File: config.mk
export PLATFORM = sky130hd
export DESIGN_NAME = serial_addsub
export DESIGN_NICKNAME = d
export VERILOG_FILES = /design/src/rtl/alu_pkg.sv /design/src/rtl/addsub_slice.sv /design/src/rtl/alu_gates.sv /design/src/rtl/serial_addsub.sv
export SDC_FILE = /design/constraint.sdc
export NUM_CORES = 1
export LEC_CHECK = 0
export ABC_AREA = 1
export ABC_CLOCK_PERIOD_IN_PS = 2750
export CAP_MARGIN = 10
export CELL_PAD_IN_SITES_DETAIL_PLACEMENT = 2
export CELL_PAD_IN_SITES_GLOBAL_PLACEMENT = 2
export CORE_ASPECT_RATIO = 1.25
export CORE_MARGIN = 5
export CORE_UTILIZATION = 33
export DETAILED_ROUTE_END_ITERATION = 8
export DONT_BUFFER_PORTS = 1
export GPL_ROUTABILITY_DRIVEN = 0
export PLACE_DENSITY_LB_ADDON = 0.1
export SLEW_MARGIN = 10
export SYNTH_ARGS = -nofsm -noshare
export SYNTH_HDL_FRONTEND = slang
export SYNTH_SLANG_ARGS = --single-unit
File: constraint.sdc
create_clock -name clk -period 2.75 [get_ports clk]
set_input_delay 0.55 -clock clk [delete_from_list [all_inputs] [get_ports clk]]
set_output_delay 0.55 -clock clk [all_outputs]
set_load 0.05 [all_outputs]
File: src/rtl/alu_pkg.sv
// Shared encodings for the ALU arithmetic path: add/sub mode values and the
// serial add/sub controller state.
package alu_pkg;

    localparam logic MODE_ADD = 1'b0;
    localparam logic MODE_SUB = 1'b1;

    typedef enum logic [1:0] {
        IDLE = 2'd0,
        RUN  = 2'd1,
        DONE = 2'd2
    } state_t;

endpackage

File: src/rtl/addsub_slice.sv
// One-bit add/subtract cell. The sum/difference bit is a^b^c in both modes;
// the carry/borrow path uses a conditionally inverted copy of a.
module addsub_slice (
    input  logic i_a,
    input  logic i_b,
    input  logic i_c,
    input  logic i_mode,
    output logic o_s,
    output logic o_c
);
    logic w_na, w_nm, w_t0, w_t1, w_am;
    logic w_x, w_g, w_p, w_pc;

    // w_am = a ^ mode: borrow generate is ~a&b, borrow propagate is ~(a^b).
    inv1 u_inv_a    (.i_a(i_a),  .o_y(w_na));
    inv1 u_inv_mode (.i_a(i_mode), .o_y(w_nm));
    and2 u_and_t0   (.i_a(i_a),  .i_b(w_nm),   .o_y(w_t0));
    and2 u_and_t1   (.i_a(w_na), .i_b(i_mode), .o_y(w_t1));
    or2  u_or_am    (.i_a(w_t0), .i_b(w_t1),   .o_y(w_am));

    xor2 u_xor_ab   (.i_a(i_a),  .i_b(i_b),    .o_y(w_x));
    xor2 u_xor_s    (.i_a(w_x),  .i_b(i_c),    .o_y(o_s));

    and2 u_and_g    (.i_a(w_am), .i_b(i_b),    .o_y(w_g));
    xor2 u_xor_p    (.i_a(w_am), .i_b(i_b),    .o_y(w_p));
    and2 u_and_pc   (.i_a(i_c),  .i_b(w_p),    .o_y(w_pc));
    or2  u_or_c     (.i_a(w_g),  .i_b(w_pc),   .o_y(o_c));
endmodule

File: src/rtl/alu_gates.sv
// Basic single-bit gate primitives used to build the arithmetic slices.
module xor2 (
    input  logic i_a,
    input  logic i_b,
    output logic o_y
);
    assign o_y = i_a ^ i_b;
endmodule

module and2 (
    input  logic i_a,
    input  logic i_b,
    output logic o_y
);
    assign o_y = i_a & i_b;
endmodule

module or2 (
    input  logic i_a,
    input  logic i_b,
    output logic o_y
);
    assign o_y = i_a | i_b;
endmodule

module inv1 (
    input  logic i_a,
    output logic o_y
);
    assign o_y = ~i_a;
endmodule

File: src/rtl/serial_addsub.sv
// Digit-serial add/subtract unit: WIDTH-bit operands are processed DIGIT bits
// per clock, LSB digit first, with the carry/borrow held between digits.
module serial_addsub
    import alu_pkg::*;
#(
    parameter int WIDTH = 8,
    parameter int DIGIT = 1
) (
    input  logic             clk,
    input  logic             rst,
    input  logic             in_valid,
    output logic             in_ready,
    input  logic [WIDTH-1:0] a,
    input  logic [WIDTH-1:0] b,
    input  logic             mode,
    input  logic             cin,
    output logic             out_valid,
    input  logic             out_ready,
    output logic [WIDTH-1:0] result,
    output logic             cout,
    output logic             overflow,
    output logic             zero,
    output logic [1:0]       o_dbg_state
);
    localparam int NDIG = WIDTH / DIGIT;
    localparam int CW   = (NDIG > 1) ? $clog2(NDIG) : 1;
    localparam logic [CW-1:0] LAST_CNT = CW'(NDIG - 1);

    if ((WIDTH % DIGIT) != 0 || WIDTH < 2) begin : g_bad_params
        $error("serial_addsub: DIGIT must divide WIDTH and WIDTH must be >= 2");
    end

    // Handshake: a transfer happens on a rising edge where valid and ready are
    // both high; in_ready is high only in IDLE, out_valid only in DONE, and
    // result/flags are held constant for as long as out_valid is high.

    state_t r_state;
    state_t w_state_next;

    logic [CW-1:0]    r_cnt;
    logic             r_carry;
    logic [WIDTH-1:0] r_a;
    logic [WIDTH-1:0] r_b;
    logic             r_mode;
    logic [WIDTH-1:0] r_result;
    logic             r_cout;
    logic             r_ovf;
    logic             r_zero;

    int               w_base;
    logic [DIGIT-1:0] w_a_dig;
    logic [DIGIT-1:0] w_b_dig;
    logic [DIGIT-1:0] w_sum;
    logic [DIGIT:0]   w_c;
    logic [WIDTH-1:0] w_next_result;
    logic             w_last;
    logic             w_sign_diff;
    logic             w_res_flip;
    logic             w_ovf;

    always_comb begin
        w_base  = int'(r_cnt) * DIGIT;
        w_a_dig = r_a[w_base +: DIGIT];
        w_b_dig = r_b[w_base +: DIGIT];
    end

    assign w_c[0] = r_carry;

    for (genvar i = 0; i < DIGIT; i++) begin : g_slice
        addsub_slice u_slice (
            .i_a   (w_a_dig[i]),
            .i_b   (w_b_dig[i]),
            .i_c   (w_c[i]),
            .i_mode(r_mode),
            .o_s   (w_sum[i]),
            .o_c   (w_c[i+1])
        );
    end

    // Full-width view of the result including the digit being computed now,
    // so the flags can be registered together with the final digit.
    always_comb begin
        w_next_result = r_result;
        w_next_result[w_base +: DIGIT] = w_sum;
    end

    assign w_last      = (r_cnt == LAST_CNT);
    assign w_sign_diff = r_a[WIDTH-1] ^ r_b[WIDTH-1];
    assign w_res_flip  = w_next_result[WIDTH-1] ^ r_a[WIDTH-1];
    assign w_ovf       = ((r_mode == MODE_ADD) ? ~w_sign_diff : w_sign_diff) & w_res_flip;

    always_ff @(posedge clk) begin
        if (rst) begin
            r_state <= IDLE;
        end else begin
            r_state <= w_state_next;
        end
    end

    always_comb begin
        w_state_next = r_state;
        case (r_state)
            IDLE:    if (in_valid)  w_state_next = RUN;
            RUN:     if (w_last)    w_state_next = DONE;
            DONE:    if (out_ready) w_state_next = IDLE;
            default: w_state_next = IDLE;
        endcase
    end

    always_ff @(posedge clk) begin
        if (rst) begin
            r_cnt    <= '0;
            r_carry  <= 1'b0;
            r_a      <= '0;
            r_b      <= '0;
            r_mode   <= MODE_ADD;
            r_result <= '0;
            r_cout   <= 1'b0;
            r_ovf    <= 1'b0;
            r_zero   <= 1'b0;
        end else begin
            case (r_state)
                IDLE: begin
                    if (in_valid) begin
                        r_a     <= a;
                        r_b     <= b;
                        r_mode  <= mode;
                        r_carry <= cin;
                        r_cnt   <= '0;
                    end
                end
                RUN: begin
                    r_result <= w_next_result;
                    r_carry  <= w_c[DIGIT];
                    r_cnt    <= r_cnt + CW'(1);
                    if (w_last) begin
                        r_cout <= w_c[DIGIT];
                        r_ovf  <= w_ovf;
                        r_zero <= (w_next_result == '0);
                    end
                end
                default: ;
            endcase
        end
    end

    assign in_ready    = (r_state == IDLE);
    assign out_valid   = (r_state == DONE);
    assign result      = r_result;
    assign cout        = r_cout;
    assign overflow    = r_ovf;
    assign zero        = r_zero;
    assign o_dbg_state = r_state;

endmodule

==> results of run 1 <==
==> routing by layer <==
metal	up-vias	part of all wire [%]	track usage, %
li1	844	-	-
met1	823	40	15.9
met2	25	55	29.8
met3	2	4.5	5.06
met4	0	0.58	4.01
met5	-	0	0
==> worst max-delay path, cell delays in order (launching register included) <==
cell,delay (ns)
dfxtp_1,0.49
inv_2,0.12
ha_1,0.20
ha_1,0.22
nor3_1,0.21
inv_1,0.09
nor2_1,0.10
inv_1,0.06
nor2_1,0.14
nand2_1,0.07
nand2_1,0.08
nand2_1,0.08
nor2_1,0.10
nand2_1,0.07
a21oi_2,0.10
==> kinds of logic after synthesis <==
family / Yosys count / share of synthesized area (%)
and+or+nand+nor: 124 / 30.8
AOI/OAI and AO/OA: 55 / 16.5
buffers and inverters: 43 / 10.3
DFF: 34 / 37.9
adders and majority gates: 5 / 3.49
xor gates and xnor gates: 2 / 0.976
==> layout by cell type, fill, tap and decap left out <==
master / netlist / layout
nand2_1: 46 / 46
buf_4: 0 / 7
o21ai_0: 25 / 25
o21a_1: 1 / 1
clkinvlp_4: 0 / 1
a211oi_1: 1 / 1
ha_1: 5 / 5
nand2_2: 6 / 6
inv_2: 2 / 2
clkbuf_8: 0 / 6
xnor2_1: 2 / 2
a31oi_1: 1 / 1
dfxtp_1: 34 / 34
a21oi_2: 1 / 1
nor2_1: 45 / 45
nand2_4: 1 / 1
inv_1: 32 / 32
o21ai_2: 1 / 1
nand3_2: 4 / 4
nand4_1: 2 / 2
clkinv_1: 1 / 1
a21oi_1: 20 / 20
nor3_1: 3 / 3
nor2_2: 2 / 2
nand3_1: 9 / 9
o211ai_1: 2 / 2
or2_2: 6 / 6
a21o_1: 1 / 1
o21ai_1: 2 / 2
clkinv_2: 0 / 1
==> registers in the layout (all words and copies together) (netlist names) <==
signal	count
r_a	8
r_b	8
result	8
r_cnt	3
o_dbg_state	2
cout	1
overflow	1
r_carry	1
r_mode	1
zero	1
==> worst paths after layout <==
check                           cells after the start  startpoint  endpoint  slack, ns
worst max-delay path                               14    r_cnt[1]      zero       0.57
worst min-delay path                                1         rst      zero       0.32
worst max register to register                     14    r_cnt[1]      zero       0.57
worst min register to register                      2      r_a[6]    r_a[6]       0.47
==> report_power, final <==
part           total, mW  switching (mW)  internal, mW  leakage, nW
clock              0.388           0.187         0.201       0.0472
sequential         0.588          0.0590         0.529        0.280
combinational      0.255           0.170        0.0847        0.515
==> metrics by stage <==
stage	hold slack [ns]	total power [mW]	utilization (%)
2_1_floorplan	0.429	0.792	-
3_3_place_gp	0.451	0.852	34.9
3_5_place_dp	0.468	0.862	34.9
4_1_cts	0.307	1.26	36.7
5_1_grt	0.289	1.32	36.7
6_report	0.315	1.23	36.7
==> final cells by class <==
type                            count  share of cell area [%]
Sequential cell                    34                    34.6
Clock inverter                      2                   0.635
Tap cell                           64                    4.07
Clock buffer                        6                    4.19
Inverter                           35                    6.67
Timing Repair Buffer                7                    2.67
Multi-Input combinational cell    186                    47.2
==> results.tsv, run 1 <==
metric	value	unit
number of gates given a new drive strength after cts	0	
multi-input logic area	930	µm²
ports placed on the boundary	37	
share of flip-flops with an asynchronous set or reset	0	%
cell area after synthesis	1790	µm²
Critical Path End Type	register	
number of buffers added by the clock tree synthesis step	5	
CTS tree	done	
count of vias placed by the detailed router	1694	
number of detailed-route iterations in the first pass	3	
setup TNS after final layout	0	ns
Setup Skew	0.00804	ns
Min-Delay Path Class	primary input to register	
wire length of the first global-routing pass	8800	µm
count of warnings emitted by yosys	0	
aggregate global routing overflow	0	
library cell used as clock root buffer	clkbuf_8	
detailed-placement wirelength estimate	3970	µm
antenna violations before repair	0	
Max Fanout on Critical Path	8	
routed wire length per instance	15.4	µm
area taken by flip-flops and latches	681	µm²
Distinct cells, synth	29	
run status	completed	
setup-violating endpoint count in the final report	0	
syn_area_per_cell	6.82	µm²
maximum clock frequency	0.458	GHz
Inserted Diodes	0	
Final Routed Wirelength	5160	µm
flop and latch count out of synthesis	34	
post-synthesis instance total	263	
Clk Latency, worst-skew pair	0.28	ns
most frequent cell after synthesis	nand2_1	
number of global-route vias before repair	1838	
critical path type	register to register	
data arrival at the endpoint of the critical path	2.41	ns
largest net degree at the start of global routing	28	
final critical delay including setup and external delays	2.18	ns
number of hold violations in the final report	0	
unrepaired setup endpoints after global routing	no	
Horiz. Die Dim	76.0	µm
number of max-slew violations in the final report	0	
Die Area	7020	µm²
Post-CTS Hold Buffers	0	
# nets final	296	
Port-buffer cells	0	
top area cells in the synthesized netlist	dfxtp_1 (38%), nand2_1 (9.6%), nor2_1 (9.4%)	
total core area	5370	µm²
layout cell share with drive strength beyond 1	14.1	%
crit start category	register	
Global Route Usage Sum	15.5	%
Via-to-Cell Ratio	5.07	
initial detailed-routing violation count	25	
slew of the pin with the lowest slew margin	0.683	ns
number of enable flip-flop cells after synthesis	0	
most numerous cell types in the synthesized netlist	nand2_1 (46), nor2_1 (45), dfxtp_1 (34), inv_1 (32), o21ai_0 (25)	
post-route standard cell area excluding fillers	1970	µm²
starting density of the core	33.4	%
post-route DRC violation count	0	
data required time of the worst path	2.98	ns
number of max-capacitance violations reported	0	
clock slew seen by the registers of the worst setup and hold paths	0.07	ns
Max H-tree Level	2	
layout-stage area growth over the synthesis result	9.76	%
total instance count after detailed placement	326	
Synth area leader	dfxtp_1	
post-detailed-route count of antenna-violating nets	0	
Leakage Power	0.842	nW
share of the clock period used by the worst path after layout	79.4	%
Vert. Die Dim	92.4	µm
share of the yosys chip area belonging to registers	37.9	%
relative max-transition margin	54.4	%
net count after synthesis	290	
Post-Layout Cell Count	334	
maximum clock path buffer count	2	
post-placement worst setup slack	0.585	ns
PD cells	625	nW/µm²
dpl cell area	1870	µm²
dominant register cell in the synthesized netlist	dfxtp_1	
fraction of synthesized cell area taken by the top area cell type	37.9	%
Worst VDD drop	0.205	mV
Filler cells	684	
buffer count from post-CTS setup fixing	0	
TritonCTS Sinks	34	
row count	30	
minimum setup slack in the final design	0.565	ns
(Power assumes the default switching activity.)
==> run 2: changes to the inputs <==
--- a/config.mk
+++ b/config.mk
@@ -6,7 +6,7 @@
 export NUM_CORES = 1
 export LEC_CHECK = 0
 export ABC_AREA = 1
-export ABC_CLOCK_PERIOD_IN_PS = 2750
+export ABC_CLOCK_PERIOD_IN_PS = 2200
 export CAP_MARGIN = 10
 export CELL_PAD_IN_SITES_DETAIL_PLACEMENT = 2
 export CELL_PAD_IN_SITES_GLOBAL_PLACEMENT = 2
==> constraint.sdc (replaced) <==
create_clock -name clk -period 2.2 [get_ports clk]
set_input_delay 0.44 -clock clk [delete_from_list [all_inputs] [get_ports clk]]
set_output_delay 0.44 -clock clk [all_outputs]
set_load 0.05 [all_outputs]
==> results.tsv, run 2 (same netlist as run 1, synthesis figures left out) <==
metric	value	unit	change
run status	completed		
post-detailed-route count of antenna-violating nets	0		unchanged
number of max-capacitance violations reported	0		unchanged
maximum clock path buffer count	2		unchanged
Port-buffer cells	0		unchanged
data arrival at the endpoint of the critical path	2.19	ns	-0.22 ns
minimum setup slack in the final design	0.238	ns	-0.327 ns
setup slack of the worst register-to-register path	0.24	ns	-0.33 ns
final critical delay including setup and external delays	1.96	ns	-0.223 ns
Filler cells	673		-1.6%
starting density of the core	33.4	%	unchanged
Leakage Power	0.895	nW	+6.2%
routed wire length per instance	15.3	µm	-1.1%
highest routed layer	met4		
library cell used as clock root buffer	clkbuf_8		
post-route DRC violation count	0		unchanged
TritonCTS Sinks	34		unchanged
Worst VDD drop	0.363	mV	+77%
CTS tree	done		
longest individual stage delay on the worst path	0.36	ns	-0.13 ns
data required time of the worst path	2.43	ns	-0.55 ns
wire length of the first global-routing pass	8830	µm	+0.24%
count of vias placed by the detailed router	1693		-0.059%
row count	30		unchanged
largest net degree at the start of global routing	28		unchanged
ports placed on the boundary	37		unchanged
Final Routed Wirelength	5180	µm	+0.43%
launch instance of the worst register-to-register path	r_cnt[1]		
unrepaired setup endpoints after global routing	no		
number of hold violations in the final report	0		unchanged
hold worst-path end	zero		
Setup Skew	0.00966	ns	+0.00163 ns
antenna violations before repair	0		unchanged
share of the clock period used by the worst path after layout	89.2	%	+9.7 points
Max Fanout on Critical Path	5		-3
maximum clock frequency	0.510	GHz	+11%
wl on met1	2200	µm	+7.2%
number of detailed-route iterations in the first pass	3		unchanged
Clk Latency, worst-skew pair	0.29	ns	about the same
initial detailed-routing violation count	56		+120%
worst hold stages	1		unchanged
number of global-route vias before repair	1832		-0.33%
post-route standard cell area excluding fillers	2060	µm²	+4.8%
launch point of the worst path	r_cnt[1]		
Global Route Usage Sum	15.4	%	-0.13 points
buffer count from post-CTS setup fixing	0		unchanged
PD cells	869	nW/µm²	+39%
post-placement worst setup slack	0.152	ns	-0.433 ns
number of gates given a new drive strength after cts	0		unchanged
slowest stage cell on the critical path	ha_1		
clock slew seen by the registers of the worst setup and hold paths	0.08	ns	about the same
dpl cell area	1910	µm²	+2.0%
setup TNS after final layout	0	ns	unchanged
Inserted Diodes	0		unchanged
detailed-placement wirelength estimate	3880	µm	-2.1%
critical path type	register to register		
number of buffers added by the clock tree synthesis step	5		unchanged
final core utilization	38.5	%	+1.8 points
buffering stage count on the worst path with inverters included	2		-1
setup-violating endpoint count in the final report	0		unchanged
number of max-slew violations in the final report	0		unchanged
Worst Hold Launch	rst		
Max H-tree Level	2		unchanged
layout cell share with drive strength beyond 1	16.7	%	+2.7 points
Min-Delay Path Class	primary input to register		
Post-CTS Hold Buffers	0		unchanged
cell count of the worst reg-to-reg path	11		-3
gate family responsible for the most delay along the worst path	simple AND/OR/NAND/NOR gates		
Via-to-Cell Ratio	4.99		-1.5%
terminus of the critical flop-to-flop path	zero		
crit start category	register		
most frequent cells in the layout	nand2_1 (46), nor2_1 (45), dfxtp_1 (34)		
most common cell after layout, fill and taps aside	nand2_1		
layout-stage area growth over the synthesis result	15.1	%	
Vert. Die Dim	92.4	µm	unchanged
cells along the critical path	inv_2 -> ha_1 -> ha_1 -> inv_2 -> nor3_2 -> or2_2 -> nand2_1 -> nand3_1 -> nor2_1 -> nand2_1 -> a21oi_2		
slew of the pin with the lowest slew margin	0.665	ns	-0.0178 ns
Die Area	7020	µm²	unchanged
met2 WL	2700	µm	-5.2%
Horiz. Die Dim	76.0	µm	unchanged
relative max-transition margin	55.6	%	+1.2 points
# nets final	301		+1.7%
detailed-routed wire length on met3	202	µm	-12%
total core area	5370	µm²	unchanged
aggregate global routing overflow	0		unchanged
Critical Path End Type	register		
-- run 2: cell types whose count changed in the layout (fill, tap and decap cells not counted) --
cell / delta
buf_4: +5
bufinv_16: +2
clkinv_2: -1
clkinvlp_4: -1
inv_1: -1
inv_2: +1
nor3_1: -2
nor3_2: +2
-- run 2: area by class of cell --
cell class	instances	area, µm²	area share, %
Multi-Input combinational cell	186	940	45.5
Timing Repair Buffer	12	90.1	4.36
Inverter	35	131	6.36
Tap cell	64	80.1	3.88
Clock inverter	2	60.1	2.91
Sequential cell	34	681	33.0
Clock buffer	6	82.6	4.00
-- run 2: how the worst max path moves through the flow --
stage | end | slack (ns) | depth (start not counted)
global route | zero | 0.008 | 14
detailed placement | zero | 0.15 | 11
global placement | zero | 0.18 | 11
floorplan | r_cnt[0] | 0.06 | 6
CTS | zero | 0.13 | 11
finish | zero | 0.24 | 11
-- run 2: per-stage QoR --
step	hold WS, ns	power, mW	std cells
after CTS	0.190	1.82	339
after detailed placement	0.458	1.08	331
after global placement	0.452	1.07	331
final	0.202	1.79	339
after floorplan	0.429	0.990	263
after global routing	0.186	1.89	339
-- run 2: metal layers --
metal  up-vias  GRT usage [%]
met3         7           4.09
met1       804           16.7
met4         0           5.49
li1        857              -
met2        25           28.3
met5         -              0
-- run 2: where the power goes --
| part | internal (mW) | total [mW] | switching, mW | leakage, nW |
|---|---|---|---|---|
| combinational | 0.114 | 0.334 | 0.221 | 0.543 |
| sequential | 0.661 | 0.726 | 0.0650 | 0.280 |
| clock | 0.484 | 0.733 | 0.249 | 0.0714 |
| total | 1.26 | 1.79 | 0.535 | 0.895 |
==> variant 1 (config.mk and constraints of run 2) <==
Register the input `mode` before use. The logic sees it one clock later. The other inputs are not delayed to match.
--- a/src/rtl/serial_addsub.sv
+++ b/src/rtl/serial_addsub.sv
@@ -25,6 +25,12 @@
     localparam int NDIG = WIDTH / DIGIT;
     localparam int CW   = (NDIG > 1) ? $clog2(NDIG) : 1;
     localparam logic [CW-1:0] LAST_CNT = CW'(NDIG - 1);
+
+    logic mode_q;
+
+    always_ff @(posedge clk) begin
+        mode_q <= mode;
+    end
 
     if ((WIDTH % DIGIT) != 0 || WIDTH < 2) begin : g_bad_params
         $error("serial_addsub: DIGIT must divide WIDTH and WIDTH must be >= 2");
@@ -124,7 +130,7 @@
                     if (in_valid) begin
                         r_a     <= a;
                         r_b     <= b;
-                        r_mode  <= mode;
+                        r_mode  <= mode_q;
                         r_carry <= cin;
                         r_cnt   <= '0;
                     end
Check against the original RTL: not equivalent (Yosys sat finds a counterexample within 4 cycles, from zero or initial values and one cycle with rst high).
==> variant 1 against run 2 <==
- total power shrank 14%
- worst hold slack worse by 25 ps
- area after synthesis rose by 1.1%
- first-iteration DRC count shrank 61%
- sequential cell count up 1
- clock skew fell by 2.8 ps
- via count is 0.35% higher
- wire length shrank 0.48%
- worst setup slack worse by 12 ps
- cell area shrank 1.8%
- sequential power increased by 2.8%
- largest cell class unchanged
==> variant 1: results (changes against run 2) <==
wl_mm: 5.16  # -0.48%
clk_pin_slew_ps: 70
ir_worst_vdd_mv: 0.275  # -24%
grt_usage: 0.153  # -0.00131
hold_depth: 0  # -1
synth_area_leaders: "dfxtp_1 (39%), nand2_1 (9.5%), nor2_1 (9.3%)"
worstReg2RegStart: "r_cnt[0]"
final.setup_skew_ps: 6.88  # -2.78 ps
grt_pass1_wl_mm: 8.79  # -0.40%
min_from: "mode"
p_leak_uw: 0.000880  # -1.6%
drt_iter0_drc: 22  # -61%
clkLatencyLatePin_ps: 280
syn_nets: 291  # +0.34%
cts.path.max_buffers: 2  # unchanged
hp-class: "primary input to register"
crit_slowest_cell: "dfxtp_1"
tightest_slew_ps: 681  # +16.1 ps
hold_path_end: "mode_q"
grt_pass1_vias: 1897  # +3.5%
nets: 303  # +0.66%
dp_hpwl_mm: 3.94  # +1.4%
holdWs_ps: 177  # -25.1 ps
antennaDiodeCount: 0  # unchanged
drt_first_pass_iters: 4  # +1
synthTopCellsByCount: "nand2_1 (46), nor2_1 (45), dfxtp_1 (35), inv_1 (32), o21ai_0 (25)"
avgViaCountPerCell: 5.00  # about the same
yosysSeqAreaShare: 0.386  # +0.00685
num-fill-cells: 689  # +2.4%
root_buffer: "clkbuf_8"
drive_gt1_frac: 0.156  # -0.0115
status: "finished, final reports clean"
swShare: 0.326  # +0.0274
## variant 1: worst register-to-register path: cells and delay by family, from the launching register on
| family | cells | cell delay, ps |
|---|---|---|
| DFF | 1 | 350 |
| adders and majority gates | 2 | 540 |
| and+or+nand+nor | 6 | 730 |
| buffers and inverters | 2 | 190 |
| AOI/OAI and AO/OA | 1 | 100 |
## variant 1: per-stage QoR
stage | cells | worst slack [ps] | area, µm² | utilization | power [µW]
2_1_floorplan | 264 | 59.5 | 1810 | - | 1010
3_3_place_gp | 333 | 241 | 1940 | 0.359 | 1090
3_5_place_dp | 333 | 211 | 1940 | 0.359 | 1100
4_1_cts | 340 | 184 | 2030 | 0.375 | 1580
5_1_grt | 340 | 28.9 | 2030 | 0.375 | 1660
6_report | 340 | 226 | 2030 | 0.375 | 1540
## variant 1: worst max path at each step
stage                         startpoint       end  slack [ps]
final                           r_cnt[0]      zero         230
after detailed placement        r_cnt[0]      zero         210
after global placement          r_cnt[0]      zero         240
after floorplan           o_dbg_state[1]  r_cnt[0]          60
after CTS                       r_cnt[0]      zero         180
after global routing            r_cnt[0]      zero          30
## variant 1: routing by layer
| layer | track usage | part of all wire | up-vias |
|---|---|---|---|
| met5 | 0 | 0 | - |
| met4 | 0.0525 | 0.015 | 0 |
| met3 | 0.0409 | 0.039 | 7 |
| met2 | 0.304 | 0.55 | 22 |
| met1 | 0.148 | 0.39 | 810 |
| li1 | - | - | 860 |
## variant 1: cells by family (layout without fill, tap and decap cells)
kind of cell	count (synthesis)	after routing	share of synthesized area
simple gates	124	124	0.305
fa+ha+maj	5	5	0.0345
xor+xnor	2	2	0.00966
buf+inv	43	55	0.101
flops	35	35	0.386
compound gates	55	55	0.163
## variant 1: final cells by class
cell class	instances	area [µm²]	area share
flip-flops and latches	35	701	0.346
repair buffers	13	97.6	0.0481
clock inverters	1	5.00	0.00247
clock buffers	6	82.6	0.0407
multi-input cells	186	930	0.459
inverters	35	131	0.0648
well taps	64	80.1	0.0395
## variant 1: power by group through the flow
stage	Combinational, µW	Sequential (µW)	Clock, µW
3_3_place_gp	326	761	0
4_1_cts	339	747	496
2_1_floorplan	241	768	0
6_report	329	746	465
3_5_place_dp	334	762	0
5_1_grt	378	754	526
==> variant 2 (flow settings as in run 2) <==
Made on the original files. Set the parameter `WIDTH` to 16 (it was 8).
--- a/src/rtl/serial_addsub.sv
+++ b/src/rtl/serial_addsub.sv
@@ -3,7 +3,7 @@
 module serial_addsub
     import alu_pkg::*;
 #(
-    parameter int WIDTH = 8,
+    parameter int WIDTH = 16,
     parameter int DIGIT = 1
 ) (
     input  logic             clk,
Interface: changed (resized a, b and result); port bits go from 37 to 61. No check against the original RTL was run, so the function may have changed too.
==> variant 2 against run 2 <==
- the run now ends with negative setup slack left
- cell area grew 110%
- sequential cell count increased by 25
- wire length grew to 2.6 times the old value
- area after synthesis up 72%
- worst setup slack got worse by 410 ps
- total power increased by 96%
- worst hold slack got worse by 35 ps
- clock skew about the same
- largest power group unchanged
==> variant 2: results (changes against run 2) <==
grt_max_degree: 59  # +110%
drive_gt1_frac: 0.337  # +0.169
synth_area_leaders: "dfxtp_1 (38%), nand2_1 (9.5%), o21ai_0 (8.9%)"
crit_slowest_cell: "dfxtp_4"
num-fill-cells: 1066  # +58%
wl_mm: 13.3  # +160%
r2r_end: "zero"
clk_pin_slew_ps: 60  # -20 ps
ys_types: 34  # +17%
yosysSeqAreaShare: 0.383  # +0.00360
holdWs_ps: 167  # -35.2 ps
syn_inst: 451  # +71%
grt_pass1_wl_mm: 17.2  # +95%
async_flop_share: 0  # unchanged
numCtsBuffers: 9  # +4
avgViaCountPerCell: 5.29  # +5.9%
stdcell_count: 625  # +84%
final.setup_skew_ps: 9.61  # -0.0511 ps
synthTopCellsByCount: "nand2_1 (78), dfxtp_1 (59), o21ai_0 (55), nor2_1 (49), a21oi_1 (48)"
yosys_warnings: 0  # unchanged
fin_ws_ps: -170  # -408 ps
finalSetupViolations: 3  # +3
hp-class: "primary input to register"
crit_family: "simple AND/OR/NAND/NOR gates"
ff2ff_path_depth: 12  # +1
root_buffer: "clkbuf_16"
violations: "negative setup slack"
crit_fanout: 8  # +3
clkLatencyLatePin_ps: 330  # +40 ps
drt_first_pass_iters: 4  # +1
cp_slowest_stage_delay_ps: 390  # +30 ps
status: "complete, but fails checks"
dp_cells: 597  # +80%
nets: 543  # +80%
dp_hpwl_mm: 7.77  # +100%
syn_nets: 496  # +71%
grt_usage: 0.195  # +0.0408
drt_iter0_drc: 140  # +150%
grt_pass1_vias: 3466  # +89%
p_leak_uw: 0.00176  # +97%
h-tree-depth: 3  # +1
worstReg2RegStart: "r_cnt[0]"
tightest_slew_ps: 597  # -67.8 ps
ir_worst_vdd_mv: 0.482  # +33%
-- variant 2: changes by cell type after synthesis, sizes merged, moves of 2 or more --
cell,delta
o21ai,+35
nand2,+30
a21oi,+28
dfxtp,+25
nand3,+17
inv,+16
clkbuf,+13
nor3,+7
or2,+4
buf,+3
nand4,+3
a221oi,+2
ha,+2
nor2,+2
-- variant 2: through the flow --
stage / setup TNS (ps) / setup WS [ps] / area [µm²]
floorplan: 0 / 15.5 / 3080
global placement: -81.7 / -81.7 / 3470
detailed placement: -209 / -177 / 3470
CTS: 0 / 2.82 / 3840
global route: -1230 / -303 / 4260
finish: -249 / -170 / 4260
-- variant 2: layout make-up --
cell class,instances,area (µm²),share of cell area
clock buffers,13,270,0.0635
inverters,52,208,0.0488
repair buffers,60,507,0.119
well taps,123,154,0.0361
clock inverters,2,10.0,0.00235
multi-input cells,316,1920,0.451
flip-flops and latches,59,1190,0.279
-- variant 2: worst max path at each step --
| stage | from | endpoint | depth (start not counted) | slack [ps] |
|---|---|---|---|---|
| after floorplan | r_cnt[1] | zero | 16 | 20 |
| after global placement | r_cnt[0] | zero | 14 | -80 |
| after detailed placement | r_cnt[0] | zero | 14 | -180 |
| after CTS | r_cnt[2] | zero | 12 | 3 |
| after global routing | r_cnt[0] | zero | 14 | -300 |
| final | r_cnt[0] | zero | 12 | -170 |
-- variant 2: where the power goes --
part	internal [µW]	switching, µW
combinational	334	545
clock	844	510
sequential	1150	125
total	2330	1180
-- variant 2: metal layers --
layer	track usage	vias to the layer above	routed length, µm
met5	0	-	0
met1	0.203	1615	4810
li1	-	1565	-
met3	0.0467	43	535
met4	0.0684	0	650
met2	0.366	83	7350
-- variant 2: cell families after synthesis --
logic type / synth area share
AOI/OAI and AO/OA: 0.198
xor gates and xnor gates: 0.0110
adders and majority gates: 0.0284
buffers and inverters: 0.103
DFF: 0.383
and+or+nand+nor: 0.277
-- variant 2: what timing repair did --
action,4_1_cts,5_1_grt
resized for setup,27,79
cloned,0,1
endpoints found under the hold margin,0,0
setup endpoints to repair,4,6
buffers inserted,0,12
pin swaps,3,38
